`config.mk`:
```
export PLATFORM = sky130hd
export DESIGN_NAME = tank_sprite_arbiter
export DESIGN_NICKNAME = d
export VERILOG_FILES = /design/src/rtl/tank_sprite_arbiter.sv
export SDC_FILE = /design/constraint.sdc
export NUM_CORES = 1
export LEC_CHECK = 0
export ABC_AREA = 1
export BUFFER_PORTS_ARGS = -buffer_cell sky130_fd_sc_hd__buf_2
export CORE_UTILIZATION = 41
export CTS_CLUSTER_SIZE = 12
export DETAILED_ROUTE_END_ITERATION = 10
export GPL_ROUTABILITY_DRIVEN = 0
export SLEW_MARGIN = 15
export SYNTH_ARGS = -nofsm -noshare
export SYNTH_HDL_FRONTEND = slang
export SYNTH_SLANG_ARGS = --single-unit
```
`constraint.sdc`:
```
create_clock -name clk -period 3.65 [get_ports clk]
set_input_delay 0.1825 -clock clk [delete_from_list [all_inputs] [get_ports clk]]
set_output_delay 0.1825 -clock clk [all_outputs]
set_load 0.01 [all_outputs]
```
`src/rtl/tank_sprite_arbiter.sv`:
```
// Per-pixel tank sprite arbiter: hit test, fixed-priority pick, shared ROM addressing.
// Optional spawn-shield blinking is enabled by defining TANK_BLINK_EN.
module tank_sprite_arbiter #(
  parameter int N_TANKS     = 4,
  parameter int ROM_LATENCY = 1,
  parameter int BLINK_LOG2  = 3
) (
  input  logic                   clk,
  input  logic                   reset,
  input  logic                   pix_valid,
  input  logic [9:0]             draw_x,
  input  logic [9:0]             draw_y,
  input  logic                   frame_start,
  input  logic [10*N_TANKS-1:0]  tank_x,
  input  logic [10*N_TANKS-1:0]  tank_y,
  input  logic [2*N_TANKS-1:0]   tank_dir,
  input  logic [N_TANKS-1:0]     tank_alive,
  input  logic [N_TANKS-1:0]     tank_shield,
  output logic [9:0]             rom_address,
  output logic [1:0]             rom_dir,
  output logic                   out_valid,
  output logic                   out_enemy,
  output logic [1:0]             out_tank_id,
  output logic [1:0]             out_dir
);

  logic [N_TANKS-1:0] hit;
  logic [N_TANKS-1:0] mask;

`ifdef TANK_BLINK_EN
  logic [BLINK_LOG2:0] frame_q;
  logic [BLINK_LOG2:0] frame_d;

  assign frame_d = frame_q + 1'b1;

  always_ff @(posedge clk) begin
    if (reset) begin
      frame_q <= '0;
    end else if (frame_start) begin
      frame_q <= frame_d;
    end
  end

  assign mask = frame_q[BLINK_LOG2] ? tank_shield : '0;
`else
  logic [BLINK_LOG2:0] unused_blink;

  assign unused_blink = {(BLINK_LOG2+1){^{frame_start, tank_shield}}};
  assign mask = '0;
`endif

  // 11-bit compare so tx+32 cannot wrap at the right screen edge
  always_comb begin
    hit = '0;
    for (int i = 0; i < N_TANKS; i++) begin
      hit[i] = tank_alive[i] && pix_valid && !mask[i]
        && ({1'b0, draw_x} >= {1'b0, tank_x[10*i +: 10]})
        && ({1'b0, draw_x} < ({1'b0, tank_x[10*i +: 10]} + 11'd32))
        && ({1'b0, draw_y} >= {1'b0, tank_y[10*i +: 10]})
        && ({1'b0, draw_y} < ({1'b0, tank_y[10*i +: 10]} + 11'd32));
    end
  end

  logic       any_d;
  logic [1:0] id_d;
  logic [1:0] dir_d;
  logic [4:0] dx_d;
  logic [4:0] dy_d;

  // descending scan so the lowest hitting index wins
  always_comb begin
    any_d = |hit;
    id_d  = '0;
    dir_d = '0;
    dx_d  = '0;
    dy_d  = '0;
    for (int i = N_TANKS - 1; i >= 0; i--) begin
      if (hit[i]) begin
        id_d  = 2'(i);
        dir_d = tank_dir[2*i +: 2];
        dx_d  = draw_x[4:0] - tank_x[10*i +: 5];
        dy_d  = draw_y[4:0] - tank_y[10*i +: 5];
      end
    end
  end

  logic [9:0] rom_address_q;
  logic [1:0] rom_dir_q;
  logic [5:0] sb1_q;
  logic [5:0] sb1_d;
  logic [5:0] sb_q [ROM_LATENCY];

  assign sb1_d = {any_d, (id_d != 2'd0), id_d, dir_d};

  always_ff @(posedge clk) begin
    if (reset) begin
      rom_address_q <= '0;
      rom_dir_q     <= '0;
      sb1_q         <= '0;
      for (int k = 0; k < ROM_LATENCY; k++) begin
        sb_q[k] <= '0;
      end
    end else begin
      rom_address_q <= {dy_d, dx_d};
      rom_dir_q     <= dir_d;
      sb1_q         <= sb1_d;
      sb_q[0]       <= sb1_q;
      for (int k = 1; k < ROM_LATENCY; k++) begin
        sb_q[k] <= sb_q[k-1];
      end
    end
  end

  assign rom_address = rom_address_q;
  assign rom_dir     = rom_dir_q;
  assign {out_valid, out_enemy, out_tank_id, out_dir} = sb_q[ROM_LATENCY-1];

endmodule

```
# After elaboration in Yosys (flattened, before gate mapping)
# Memory sizes are Yosys's and may differ from the RTL's.
# Cells that the tools add are included.
[totals] inputBits=120 output_inout_bits=18 mem_bits_rw=6 mem_count=1 register_bits=18
[mem_list] name="sb_q" depth=1 width=6 rd=1 rd_ports_with_merged_regs=0 wr=1 line_no="91" text="logic [5:0] sb_q [ROM_LATENCY];"
[op_classes] addsub=16 reduce_logical=23 n_mux=21 magnitude_cmp=16
[op_table] op="10-bit by 6-bit adder with 11-bit output, second input constant" count=8
[op_table] op="10-bit by 11-bit < comparator with 1-bit output" count=8
[op_table] op="10-bit >= comparator" count=8
[op_table] op="5-bit two-way mux" count=8
[op_table] op="5-bit subtractor" count=8
[op_table] op="1-bit logical AND" count=20
[op_table] op="2-bit two-way mux" count=8
[op_table] op="6-bit two-way mux" count=1
[op_table] op="6-bit OR reduction" count=1
[op_table] op="1-bit two-way mux" count=4
[op_table] op="4-bit OR reduction" count=1
[op_table] op="2-bit nonzero test" count=1

# Longest topological paths before layout
# Gate-level depths: netlist (run 1).
[depth] depth_word=10 depth_mapped=19 ltp_nobuf=19

# Worst setup path before layout (run 1)
# OpenSTA, ideal clock, no wires.
[synth_timing] path_kind="input to register" startpoint="input draw_x[0]" endpoint="register rom_address_q[7] (netlist: rom_address[7])" required_ns=3.541 setup_ns=0.109 path_stages=18 t_arrival_ns=1.875 setup_slack_ns=1.667 path_cell_list="inv_1 ha_1 fa_1 nand2_1 nand2_1 nand3_1 nand2_1 nand2_1 nand2_1 nor2_1 nand3_2 buf_6 nand3_1 nand2_1 nand2_1 nand3_1 nand2_1 inv_1"
[synth_between] elab_chain_cells=9
[synth_rtl] element="from (decl)" line_no="11" text="input logic [9:0] draw_x,"
[synth_rtl] element="10-bit >= comparator" line_no="57" text="&& ({1'b0, draw_x} >= {1'b0, tank_x[10*i +: 10]})"
[synth_rtl] element="1-bit logical AND" line_no="57"
[synth_rtl] element="1-bit logical AND" line_no="58" text="&& ({1'b0, draw_x} < ({1'b0, tank_x[10*i +: 10]} + 11'd32))"
[synth_rtl] element="1-bit logical AND" line_no="59" text="&& ({1'b0, draw_y} >= {1'b0, tank_y[10*i +: 10]})"
[synth_rtl] element="1-bit logical AND" line_no="60" text="&& ({1'b0, draw_y} < ({1'b0, tank_y[10*i +: 10]} + 11'd32));"
[synth_rtl] element="5-bit two-way mux (3 in series)" line_no="78" text="if (hit[i]) begin"
[synth_rtl] element="5-bit two-way mux (*)" line_no="78"
[synth_rtl] element="to (signal assigned)" line_no="104" text="rom_address_q <= {dy_d, dx_d};"
[synth_rtl] element="to (decl)" line_no="87" text="logic [9:0] rom_address_q;"
# Mark *: on every way between the ends. The rest lies on a longest branch, timed or not.
# A chain may end at the register's enable or synchronous reset.

# Worst setup path in the final report (run 1)
[layout_timing] startpoint="input draw_x[0]" endpoint="register rom_address_q[4] (netlist: rom_address[4])"
# Same word-level chain as after synthesis.

==> flow_metrics.env, run 1 <==
export IMPL_top_usage_layer="met2"
export IMPL_worst_slew_pin_transition_ns=0.5067
export IMPL_rows=41
export IMPL_synth_flop_cell="dfxtp_1"
export IMPL_antenna_found_initial=1
export IMPL_gr_usage_all_layers_pct=20.48
export IMPL_min_period_ns=2.437
export IMPL_vdd_drop_max_uv=157.6
export IMPL_final_setup_tns_ns=0
export IMPL_ys_seq_area_share_pct=8.079
export IMPL_grt_start_max_net_pins=23
export IMPL_dieArea_um2=13760
export IMPL_holdBufCountCts=0
export IMPL_finalClockSkew_ns=0.001066
export IMPL_ys_seq_elements=22
export IMPL_drtAntennaViolNets=0
export IMPL_hpwl_um=12360
export IMPL_clock_latency_ns=0.25
export IMPL_vias=5395
export IMPL_crit_path_start="draw_x[0]"
export IMPL_maxSlewViolCount=0
export IMPL_die_height_um=117.3
export IMPL_instances_no_fill=1124
export IMPL_nets=1208
export IMPL_met3_usage_pct=1.556
export IMPL_h_tree_depth=1
export IMPL_core_um2=12770
export IMPL_synth_edf_count=0
export IMPL_rr_worst_depth=2
export IMPL_synth_largest_area_cell="ha_1"
export IMPL_worstPathArrival_ns=2.64
export IMPL_r2r_start="rom_dir[0]"
export IMPL_io_pin_count=138
export IMPL_relSlewSlack_pct=66.18
export IMPL_min_from="tank_dir[1]"
export IMPL_cts_root_buf="clkbuf_16"
export IMPL_drt_total_wl_um=14060
export IMPL_use_met2_pct=34.99
export IMPL_reg2reg_setup_slack_ns=3.14
export IMPL_min_to="sb1_q[1]"
export IMPL_syn_instance_count=823
export IMPL_fmax_mhz=410.4
export IMPL_drtPass1Iterations=4
export IMPL_hold_viol=0
export IMPL_use_met1_pct=28.77
export IMPL_p_leak_nw=3.629
export IMPL_area_growth_pct=16.55
export IMPL_async_reset_ff_share_pct=0
export IMPL_grt_pass1_vias=5151
export IMPL_cp_required_ns=3.85
export IMPL_final_setup_viol_count=0
export IMPL_grt_pass1_wl_um=23580
export IMPL_cts_resized=0
export IMPL_end_kind="flip-flop"
export IMPL_min_path_cells=3
export IMPL_rsz0062_at_grt="false"
export IMPL_worstPathMaxFanout=15
export IMPL_synth_top_area_share_pct=29.38
export IMPL_clockBufferDepth=2
export IMPL_synth_most_common_cell="nand2_1"
export IMPL_place_worst_setup_slack_ns=0.9113
export IMPL_fin_ws_ns=1.213
export IMPL_netlist_area_um2=5451
export IMPL_worst_setup_path_type="primary input to flip-flop"
export IMPL_path_clk_slew_ns=0.06
export IMPL_final_layout_size_suffix_gt1_share_pct=17.88
export IMPL_syn_area_per_cell_um2=6.624
export IMPL_cts_buffers_inserted=3
export IMPL_wl_per_cell_um=12.51
export IMPL_power_density_nw_per_um2=191.8
export IMPL_reg2reg_to="sb_q[0][0]"
export IMPL_die_w_um=117.3
export IMPL_start_kind="primary input"
export IMPL_port_buffers=132
export IMPL_yosys_top_cells_count="nand2_1 (173), inv_1 (130), ha_1 (128)"
export IMPL_post_cts_buffers=0
export IMPL_cts_sinks=22
export IMPL_remaining_drc_errors=0
export IMPL_dp_cells=1119
export IMPL_post_route_period_util_pct=66.76
export IMPL_vias_per_cell=4.800
export IMPL_hold_path_class="primary input to flip-flop"
export IMPL_gr_total_overflow=0
export IMPL_start_util_pct=42.68
export IMPL_status="finished, final reports clean"
export IMPL_utilization_pct=49.74
export IMPL_syn_nets=1079
export IMPL_p_total_mw=1.218
export IMPL_synthDistinctLibCells=43
export IMPL_cts_tree="done"
export IMPL_yosysWarningCount=0
export IMPL_drt_iter0_drc=214
export IMPL_ys_top_cells_by_area="ha_1 (29%), nand2_1 (12%), inv_1 (9.0%), dfxtp_1 (8.1%), nor2_1 (5.7%)"
export IMPL_drv_cap=0
## through the flow
| stage | hold slack (ns) | area (um^2) |
|---|---|---|
| after floorplan | 0.2927 | 5451 |
| after global placement | 0.3923 | 6262 |
| after detailed placement | 0.3884 | 6262 |
| after CTS | 0.1317 | 6351 |
| after global routing | 0.1809 | 6351 |
| final | 0.1370 | 6354 |
## flip-flops by register name, summed over array words and instances, names as in the netlist
signal       flops
rom_address     10
rom_dir          1
sb_q             6
sb1_q            5
## final cells by class
| class | count | area, um^2 |
|---|---|---|
| repair buffers | 132 | 660.6 |
| clock buffers | 4 | 88.84 |
| flip-flops and latches | 22 | 440.4 |
| multi-input cells | 652 | 4417 |
| inverters | 141 | 529.3 |
| well taps | 172 | 215.2 |
| diodes | 1 | 2.502 |
| fillers | 1378 | 6420 |
## metal layers
metal,vias to the layer above,part of all wire [%]
li1,2970,-
met1,2337,51
met2,82,45
met3,6,2.8
met4,0,0.41
met5,-,0
## logic make-up (layout without fill, tap and decap cells)
family | count (synthesis) | after routing | share of synthesized area [%]
and+or+nand+nor | 362 | 362 | 29.52
buffers and inverters | 149 | 277 | 10.90
adders and majority gates | 136 | 136 | 32.32
AOI/OAI and AO/OA | 109 | 109 | 11.96
xor gates and xnor gates | 45 | 45 | 7.230
DFF | 22 | 22 | 8.079
other | 0 | 1 | 0
## worst max-delay path by stage
stage | slack, ns | end | cells after the start
6_report | 1.21 | rom_address[4] | 19
5_1_grt | 0.96 | rom_address[4] | 19
4_1_cts | 1.17 | rom_address[4] | 19
3_5_place_dp | 0.91 | rom_address[9] | 19
3_3_place_gp | 0.93 | rom_address[4] | 19
2_1_floorplan | 1.67 | rom_address[7] | 18
## placed cells by master (no fill, tap or decap), types with 18 or more instances in the layout
| master | count |
|---|---|
| inv_1 | 130 |
| nand2_1 | 173 |
| o21ai_0 | 19 |
| nand4_1 | 23 |
| nand3_1 | 48 |
| buf_2 | 132 |
| dfxtp_1 | 22 |
| xor2_1 | 27 |
| ha_1 | 128 |
| a21oi_1 | 54 |
| xnor2_1 | 18 |
| nor2_1 | 83 |
## worst max-delay path, cell delays in order
cell	delay (ns)
buf_2	0.09
inv_1	0.09
ha_1	0.25
fa_1	0.43
nand2_1	0.10
nand2_1	0.05
nand3_1	0.07
nand2_1	0.05
nand2_1	0.06
nand2_1	0.05
nor2_1	0.20
nand3_2	0.32
inv_2	0.26
nand2_1	0.08
nand2_1	0.08
nand2_1	0.05
nand3_1	0.11
nand2_1	0.07
inv_1	0.05
## power by group
part,total (mW),internal (mW),leakage [nW],switching (mW)
Clock,0.249,0.167,0.0442,0.0820
Combinational,0.720,0.298,3.41,0.422
Sequential,0.249,0.247,0.178,0.00211
Total,1.22,0.713,3.63,0.506
Note: power is estimated with default switching activity, not from simulation.
==> inputs of run 2 (changes only) <==
==> constraint.sdc (replaced) <==
create_clock -name clk -period 2.28 [get_ports clk]
set_input_delay 0.114 -clock clk [delete_from_list [all_inputs] [get_ports clk]]
set_output_delay 0.114 -clock clk [all_outputs]
set_load 0.01 [all_outputs]
==> flow_metrics.env, run 2 (synthesis results as in run 1) <==
export IMPL_fin_ws_ns=0.2825
export IMPL_reg2reg_setup_slack_ns=1.79
export IMPL_cts_sinks=22
export IMPL_drv_cap=0
export IMPL_final_cell_mix="nand2_1 (173), buf_2 (132), inv_1 (130)"
export IMPL_die_w_um=117.3
export IMPL_drt_total_wl_um=14650
export IMPL_holdBufCountCts=0
export IMPL_post_route_period_util_pct=87.61
export IMPL_p_sw_mw=0.8326
export IMPL_post_cts_buffers=0
export IMPL_grt_pass1_vias=5228
export IMPL_clock_latency_ns=0.25
export IMPL_h_tree_depth=1
export IMPL_intPower_mw=1.249
export IMPL_fmax_mhz=500.6
export IMPL_nets=1230
export IMPL_place_worst_setup_slack_ns=-0.03803
export IMPL_area_growth_pct=19.97
export IMPL_drt_iter0_drc=231
export IMPL_layout_commonest_cell="nand2_1"
export IMPL_min_path_cells=3
export IMPL_r2r_start="sb1_q[1]"
export IMPL_highest_layer="met4"
export IMPL_worstPathArrival_ns=2.15
export IMPL_p_leak_nw=3.741
export IMPL_power_density_nw_per_um2=318.3
export IMPL_switching_share_pct=39.99
export IMPL_wl_met2_um=6491
export IMPL_cts_root_buf="clkbuf_16"
export IMPL_rr_worst_depth=2
export IMPL_antenna_found_initial=1
export IMPL_grt_start_max_net_pins=23
export IMPL_vdd_drop_max_uv=354.8
export IMPL_crit_path_start="draw_x[0]"
export IMPL_rsz0062_at_grt="false"
export IMPL_worst_setup_path_type="primary input to flip-flop"
export IMPL_dieArea_um2=13760
export IMPL_start_kind="primary input"
export IMPL_comb_power_share_pct=57.7
export IMPL_gr_total_overflow=0
export IMPL_remaining_drc_errors=0
export IMPL_core_um2=12770
export IMPL_port_buffers=132
export IMPL_routed_wl_met3_um=401
export IMPL_clockBufferDepth=2
export IMPL_min_to="sb1_q[1]"
export IMPL_p_total_mw=2.082
export IMPL_cp_required_ns=2.43
export IMPL_wl_per_cell_um=12.79
export IMPL_status="finished, final reports clean"
export IMPL_final_layout_size_suffix_gt1_share_pct=19.73
export IMPL_relSlewSlack_pct=77.28
export IMPL_worst_slew_pin_transition_ns=0.3373
export IMPL_hpwl_um=12860
export IMPL_grt_pass1_wl_um=24280
export IMPL_start_util_pct=42.68
export IMPL_largest_reg_flops=10
export IMPL_worstPathMaxFanout=10
export IMPL_end_kind="flip-flop"
export IMPL_vias=5528
export IMPL_gr_usage_all_layers_pct=21.28
export IMPL_path_clk_slew_ns=0.06
export IMPL_finalClockSkew_ns=0.0007996
export IMPL_drtPass1Iterations=4
export IMPL_clkPwrFrac_pct=23.1
export IMPL_cts_buffers_inserted=3
export IMPL_cts_tree="done"
export IMPL_cts_resized=0
export IMPL_drtAntennaViolNets=0
export IMPL_power_frac_seq_pct=19.2
export IMPL_die_height_um=117.3
export IMPL_maxSlewViolCount=0
export IMPL_min_from="tank_dir[1]"
export IMPL_drt_met1_wl_um=7722
export IMPL_io_pin_count=138
export IMPL_vias_per_cell=4.824
export IMPL_rows=41
export IMPL_final_setup_viol_count=0
export IMPL_min_period_ns=1.997
export IMPL_hold_path_class="primary input to flip-flop"
export IMPL_reg2reg_to="sb_q[0][1]"
export IMPL_hold_viol=0
run 2: layer usage:
layer | global-route usage (%) | up-vias
met5 | 0 | -
met4 | 0.7305 | 0
met3 | 1.751 | 4
met2 | 36.17 | 83
met1 | 30.48 | 2436
li1 | - | 3005
run 2: worst max path at each step:
| stage | end | slack [ns] | depth (start not counted) |
|---|---|---|---|
| after detailed placement | rom_address[5] | -0.04 | 16 |
| final | rom_address[4] | 0.28 | 13 |
| after floorplan | rom_address[7] | 0.37 | 18 |
| after global routing | rom_address[7] | 0.03 | 16 |
| after global placement | rom_address[0] | 0.03 | 16 |
| after CTS | rom_address[5] | 0.21 | 16 |
run 2: worst max-delay path, stage by stage:
cell      delay (ns)
buf_2           0.09
inv_1           0.08
ha_1            0.24
fa_1            0.42
nand3b_1        0.18
nand4_1         0.09
nand3_1         0.07
nor2_1          0.18
nand3_2         0.21
o21ai_0         0.30
inv_2           0.06
nand2_1         0.07
inv_1           0.03
run 2: power by group through the flow:
stage	Combinational [mW]	Clock, mW	Sequential [mW]
after floorplan	0.792	0	0.411
after global placement	1.20	0	0.409
after detailed placement	1.20	0	0.409
after CTS	1.21	0.487	0.400
after global routing	1.38	0.508	0.401
final	1.20	0.480	0.400
run 2: final cells by class:
type,count,area [um^2]
fillers,1362,6233
multi-input cells,652,4422
repair buffers,154,825.8
inverters,141,529.3
flip-flops and latches,22,440.4
well taps,172,215.2
clock buffers,3,75.07
clock inverters,1,30.03
diodes,1,2.502
run 2: stage by stage:
step / cell area [um^2] / setup TNS (ns) / hold WS, ns / std cells / utilization (%)
after detailed placement: 6427 / -0.05160 / 0.3217 / 1141 / 50.32
final: 6540 / 0 / 0.06296 / 1146 / 51.20
after CTS: 6533 / 0 / 0.06195 / 1145 / 51.14
after global routing: 6538 / 0 / 0.06225 / 1145 / 51.18
after floorplan: 5451 / 0 / 0.2242 / 823 / -
after global placement: 6427 / 0 / 0.3235 / 1141 / 50.32
